[src/rtl/ovc_state_tracker.sv]
// Output-VC state tracker: per-OVC IDLE/ACTIVE/DRAIN state plus a downstream
// credit counter. Drives VC-allocator eligibility and credit-available flags,
// and raises a sticky error on any protocol violation.
module ovc_state_tracker #(
  parameter int num_ports     = 5,
  parameter int max_vc_number = 20,
  parameter int buffer_size   = 4,
  localparam int vc_idx_width = $clog2(max_vc_number),
  localparam int cred_width   = $clog2(buffer_size + 1)
) (
  input  logic                                 clk,
  input  logic                                 reset,
  input  logic [num_ports*max_vc_number-1:0]   gnt_op_ovc,
  input  logic [num_ports-1:0]                 flit_valid_op,
  input  logic [num_ports*vc_idx_width-1:0]    flit_ovc_op,
  input  logic [num_ports-1:0]                 flit_tail_op,
  input  logic [num_ports-1:0]                 credit_valid_op,
  input  logic [num_ports*vc_idx_width-1:0]    credit_ovc_op,
  output logic [num_ports*max_vc_number-1:0]   elig_op_ovc,
  output logic [num_ports*max_vc_number-1:0]   cred_avail_op_ovc,
  output logic                                 error
);

  typedef enum logic [1:0] {
    ST_IDLE   = 2'd0,
    ST_ACTIVE = 2'd1,
    ST_DRAIN  = 2'd2
  } ovc_state_e;

  localparam logic [cred_width-1:0] CRED_FULL = cred_width'(buffer_size);
  localparam logic [cred_width-1:0] CRED_ONE  = cred_width'(1);

  logic [num_ports-1:0]               flit_idx_err;
  logic [num_ports-1:0]               cred_idx_err;
  logic [num_ports*max_vc_number-1:0] ovc_err_vec;
  logic                               error_q, error_d;

  genvar gi, gj;
  generate
    for (gi = 0; gi < num_ports; gi++) begin : g_port
      logic [vc_idx_width-1:0] flit_idx;
      logic [vc_idx_width-1:0] cred_idx;

      assign flit_idx = flit_ovc_op[gi*vc_idx_width +: vc_idx_width];
      assign cred_idx = credit_ovc_op[gi*vc_idx_width +: vc_idx_width];

      // An index past the last OVC is reported and then matches no OVC below.
      assign flit_idx_err[gi] = flit_valid_op[gi] && (32'(flit_idx) >= 32'(max_vc_number));
      assign cred_idx_err[gi] = credit_valid_op[gi] && (32'(cred_idx) >= 32'(max_vc_number));

      for (gj = 0; gj < max_vc_number; gj++) begin : g_ovc
        localparam int idx = gi*max_vc_number + gj;

        ovc_state_e              state_q, state_d;
        logic [cred_width-1:0]   cred_q, cred_d;
        logic                    gnt_hit, flit_hit, cred_hit, ovc_err;

        assign gnt_hit  = gnt_op_ovc[idx];
        assign flit_hit = flit_valid_op[gi] && (flit_idx == vc_idx_width'(gj));
        assign cred_hit = credit_valid_op[gi] && (cred_idx == vc_idx_width'(gj));

        // Next credit count, next state and per-OVC violation detection.
        always_comb begin
          cred_d  = cred_q;
          state_d = state_q;
          ovc_err = 1'b0;

          // Flit and credit together cancel; alone they saturate at 0 / full.
          if (cred_hit && !flit_hit) begin
            if (cred_q != CRED_FULL) cred_d = cred_q + CRED_ONE;
          end else if (flit_hit && !cred_hit) begin
            if (cred_q != '0) cred_d = cred_q - CRED_ONE;
          end

          unique case (state_q)
            ST_IDLE:   if (gnt_hit) state_d = ST_ACTIVE;
            ST_ACTIVE: if (flit_hit && flit_tail_op[gi]) state_d = ST_DRAIN;
            // Release judged on the post-update count so the last credit frees it.
            ST_DRAIN:  if (cred_d == CRED_FULL) state_d = ST_IDLE;
            default:   state_d = ST_IDLE;
          endcase

          if (gnt_hit && state_q != ST_IDLE) ovc_err = 1'b1;
          if (flit_hit && (state_q != ST_ACTIVE || cred_q == '0)) ovc_err = 1'b1;
          if (cred_hit && cred_q == CRED_FULL) ovc_err = 1'b1;
        end

        // Per-OVC state and credit registers.
        always_ff @(posedge clk or negedge reset) begin
          if (!reset) begin
            state_q <= ST_IDLE;
            cred_q  <= CRED_FULL;
          end else begin
            state_q <= state_d;
            cred_q  <= cred_d;
          end
        end

        assign ovc_err_vec[idx]       = ovc_err;
        assign elig_op_ovc[idx]       = (state_q == ST_IDLE);
        assign cred_avail_op_ovc[idx] = (cred_q != '0);
      end
    end
  endgenerate

  // Sticky error accumulates every violation seen anywhere.
  always_comb begin
    error_d = error_q | (|ovc_err_vec) | (|flit_idx_err) | (|cred_idx_err);
  end

  // Error flag register.
  always_ff @(posedge clk or negedge reset) begin
    if (!reset) error_q <= 1'b0;
    else        error_q <= error_d;
  end

  assign error = error_q;

endmodule

[config.mk]
export PLATFORM = sky130hd
export DESIGN_NAME = ovc_state_tracker
export DESIGN_NICKNAME = d
export VERILOG_FILES = /design/src/rtl/ovc_state_tracker.sv
export SDC_FILE = /design/constraint.sdc
export NUM_CORES = 2
export LEC_CHECK = 0
export BUFFER_PORTS_ARGS = -buffer_cell sky130_fd_sc_hd__buf_2
export CAP_MARGIN = 30
export CORE_ASPECT_RATIO = 1.4
export CORE_UTILIZATION = 45
export CTS_CLUSTER_DIAMETER = 120
export DETAILED_ROUTE_END_ITERATION = 10
export SYNTH_ARGS = -nofsm -noshare
export SYNTH_HDL_FRONTEND = slang
export SYNTH_SLANG_ARGS = --single-unit
[constraint.sdc]
create_clock -name clk -period 6.3 [get_ports clk]
set_input_delay 1.26 -clock clk [delete_from_list [all_inputs] [get_ports clk]]
set_output_delay 1.26 -clock clk [all_outputs]
set_load 0.01 [all_outputs]
==> flow_metrics.tcl <==
set metrics [dict create \
    outcome "complete, no violations" \
    wire_per_inst_um 24.32 \
    clock.fmax_mhz 265.4 \
    cts-root-buf "clkbuf_16" \
    synth_common_cells "nor2_1 (429), dfrtp_1 (401), inv_1 (399)" \
    synth.most_common_cell "nor2_1" \
    route.detailed.vias_per_inst 6.172 \
    synth.distinct_cells 103 \
    hold_path_class "reg -> reg" \
    setup-violations-final 0 \
    worst_setup_hold_path_clk_slew_ns 0.07 \
    critical_path_arrival_ns 4.31 \
    path_cells "o21ai_0 > nand4_1 > nor4_1 > nand3_1 > nor4_1 > nand4_1 > or3_1" \
    drv_slew 0 \
    clkLatencyLatePin_ns 0.67 \
    met3_wirelength_um 10040 \
    die-area_um2 86510 \
    static-leakage-power_nw 18.39 \
    totalPowerFinal_mw 15.54 \
    min_period_ns 3.769 \
    numCtsBuffers 58 \
    buffer_ports.inserted 367 \
    drt_first_pass_iters 5 \
    timing.max_cap.violations 0 \
    htree_num_levels 2 \
    max_slew_margin_pct 30.74 \
    global_route_wire_length_before_repair_um 209400 \
    grt_usage_pct 31.94 \
    area_delta_synth_final_pct 10.87 \
    synth.cell_area_um2 38400 \
    synth_largest_area_cell "dfrtp_1" \
    fraction_of_the_yosys_area_taken_by_sequential_cells_pct 32.98 \
    pin_count 368 \
    cts_tree "built" \
    yosys_most_used_dff "dfrtp_1" \
    criticalPathCategory "reg -> reg" \
    placed_instances 5760 \
    fin_ws_ns 2.531 \
    avgSynthCellArea_um2 8.529 \
    post-route-drc-count 0 \
    ant_nets 0 \
    synth_enable_flop_cells 0 \
    dp_hpwl_um 114700 \
    via_count 36230 \
    cts.hold.buffers_added 0 \
    timing.critical_path.fanout_max 7 \
    layout.filler_cells 8145 \
    power.density_nw_per_um2 365.0 \
    cts_setup_buffers 0 \
    initial_cell_density_of_the_core_pct 45.52 \
    critical_path.max_stage_delay_ns 0.78 \
    drt-total-wl_um 142700 \
    met2RoutedLength_um 69750 \
    asyncSetResetFlopFracSynth_pct 100.0 \
    critical-path-top-delay-family "simple AND/OR/NAND/NOR gates" \
    worstPathBufferInverterCount 0 \
    final_hold_viol_count 0 \
    rows 126 \
    tritoncts_num_sinks 501 \
    finClkSkew_ns 0.02231 \
    vdd_ir_drop_max_mv 0.2797 \
    flops_latches_synth 501 \
    tightest_slew_ns 1.039 \
    unrepaired_setup_endpoints_after_global_routing "false" \
    m1WireLength_um 54280 \
    core_area_um2 84340 \
    post_layout_nonfiller_instances 5870 \
    cts_buffer_depth 3 \
    drive_above_1_share_pct 14.32 \
    initialDrtViolationCount 3145 \
    grt_antenna_before_repair 10 \
    die_width_um 248.9 \
    gpl.final_weighted_congestion 0.9932 \
    critPathRequiredTime_ns 6.84 \
    postCtsResizedCells 0 \
    dieHeight_um 347.6 \
    top_cells_by_area_in_the_synthesized_netlist "dfrtp_1 (26%), ha_1 (9.8%), dfstp_2 (6.8%)" \
    fin_setup_tns_ns 0 \
    timing.critical_path.from_type "register" \
    synth_nets 4969 \
    maximum_number_of_pins_on_one_net_before_global_route_repair 142 \
    post-synth-top-area-fraction_pct 26.13 \
    yosysWarnings 0 \
    route.top_layer_used "met5" \
    final.period_utilization_pct 59.82 \
    netlist_instances 4502 \
    grt_residual_overflow 0 \
    timing.critical_path.slowest_stage_cell "o21ai_0" \
    via_count_of_the_first_global_routing_pass 33900 \
    worstSetupEndpointType "register" \
    antennaDiodeCount 0 \
    layout.nets 5200 \
    placement_setup_slack_ns 1.979 \
]
==> state kept, by name, summed over array words and instances, names as in the netlist <==
| register | flops |
|---|---|
| g_port.g_ovc.cred_q | 300 |
| g_port.g_ovc.state_q | 200 |
| error | 1 |
==> worst reg2reg max path, stage by stage (launching register included) <==
cell,delay (ns)
dfrtp_1,0.45
o21ai_0,0.78
nand4_1,0.35
nor4_1,0.70
nand3_1,0.25
nor4_1,0.58
nand4_1,0.17
or3_1,0.38
==> kinds of logic after synthesis <==
logic type | count (synthesis) | share of synthesized area, %
AND/OR/NAND/NOR | 1645 | 23.19
AO/OA/AOI/OAI | 1304 | 23.71
buffers and inverters | 620 | 7.254
flip-flops | 501 | 32.98
adder cells (fa/ha/maj) | 300 | 9.776
XOR/XNOR | 110 | 2.509
multiplexers | 22 | 0.5800
==> path summary, 6_finish.rpt <==
check                                               start                             end  slack [ns]  cells past startpoint
min reg2reg                g_port[4].g_ovc[19].state_q[1]  g_port[4].g_ovc[19].state_q[0]        0.46                      1
max                        g_port[2].g_ovc[10].state_q[0]                           error        2.53                      7
max in group asynchronous                           reset  g_port[0].g_ovc[18].state_q[0]        4.41                      2
max reg2reg                g_port[2].g_ovc[10].state_q[0]                           error        2.53                      7
min                        g_port[4].g_ovc[19].state_q[1]  g_port[4].g_ovc[19].state_q[0]        0.46                      1
min in group asynchronous                           reset  g_port[4].g_ovc[15].state_q[0]        0.56                      1
==> where the power goes <==
group	switching (mW)	internal [mW]	total (mW)
sequential	0.871	4.25	5.12
clock	1.52	2.17	3.69
combinational	4.24	2.48	6.72
total	6.63	8.91	15.5
==> final cells by class <==
cell class / instances / area (um2) / share of cell area, %
Clock inverter: 26 / 314.1 / 0.7378
Timing Repair Buffer: 392 / 2059 / 4.838
Inverter: 399 / 1498 / 3.518
Clock buffer: 83 / 1719 / 4.039
Multi-Input combinational cell: 3381 / 22950 / 53.92
Tap cell: 1088 / 1361 / 3.198
Sequential cell: 501 / 12660 / 29.75
==> metrics by stage <==
stage	area [um2]	hold WS, ns	util [%]
2_1_floorplan	38400	0.4413	-
6_report	42570	0.4637	50.47
4_1_cts	42560	0.4693	50.46
3_5_place_dp	40530	0.4647	48.05
5_1_grt	42570	0.5003	50.47
3_3_place_gp	40480	0.4618	47.99
==> layer usage <==
| layer | track usage, % | vias up |
|---|---|---|
| li1 | - | 17040 |
| met1 | 36.62 | 17670 |
| met2 | 55.64 | 1217 |
| met3 | 6.386 | 293 |
| met4 | 17.49 | 14 |
| met5 | 0 | - |
==> cell usage in the layout (no fill, tap or decap), types with 21 or more instances in the layout <==
master	count
nor2_1	429
dfrtp_1	401
inv_1	399
buf_2	371
nand2_1	310
ha_1	300
o21ai_0	242
a21oi_1	230
nand3_1	226
nand2b_1	153
a311oi_1	151
o31ai_1	116
xnor2_1	104
dfstp_2	100
o22ai_1	64
clkbuf_16	61
o211ai_1	60
nor3_1	54
nand4_1	51
nand3b_1	49
nand4b_1	42
nor2b_1	42
a22oi_1	36
a21o_1	33
o31a_1	32
and3_1	31
a211oi_1	30
and4b_1	29
o21ai_1	25
nor3b_1	24
and2_1	24
o2111ai_1	23
nand4bb_1	21
a31oi_1	21
Note: power is estimated with default switching activity, not from simulation.
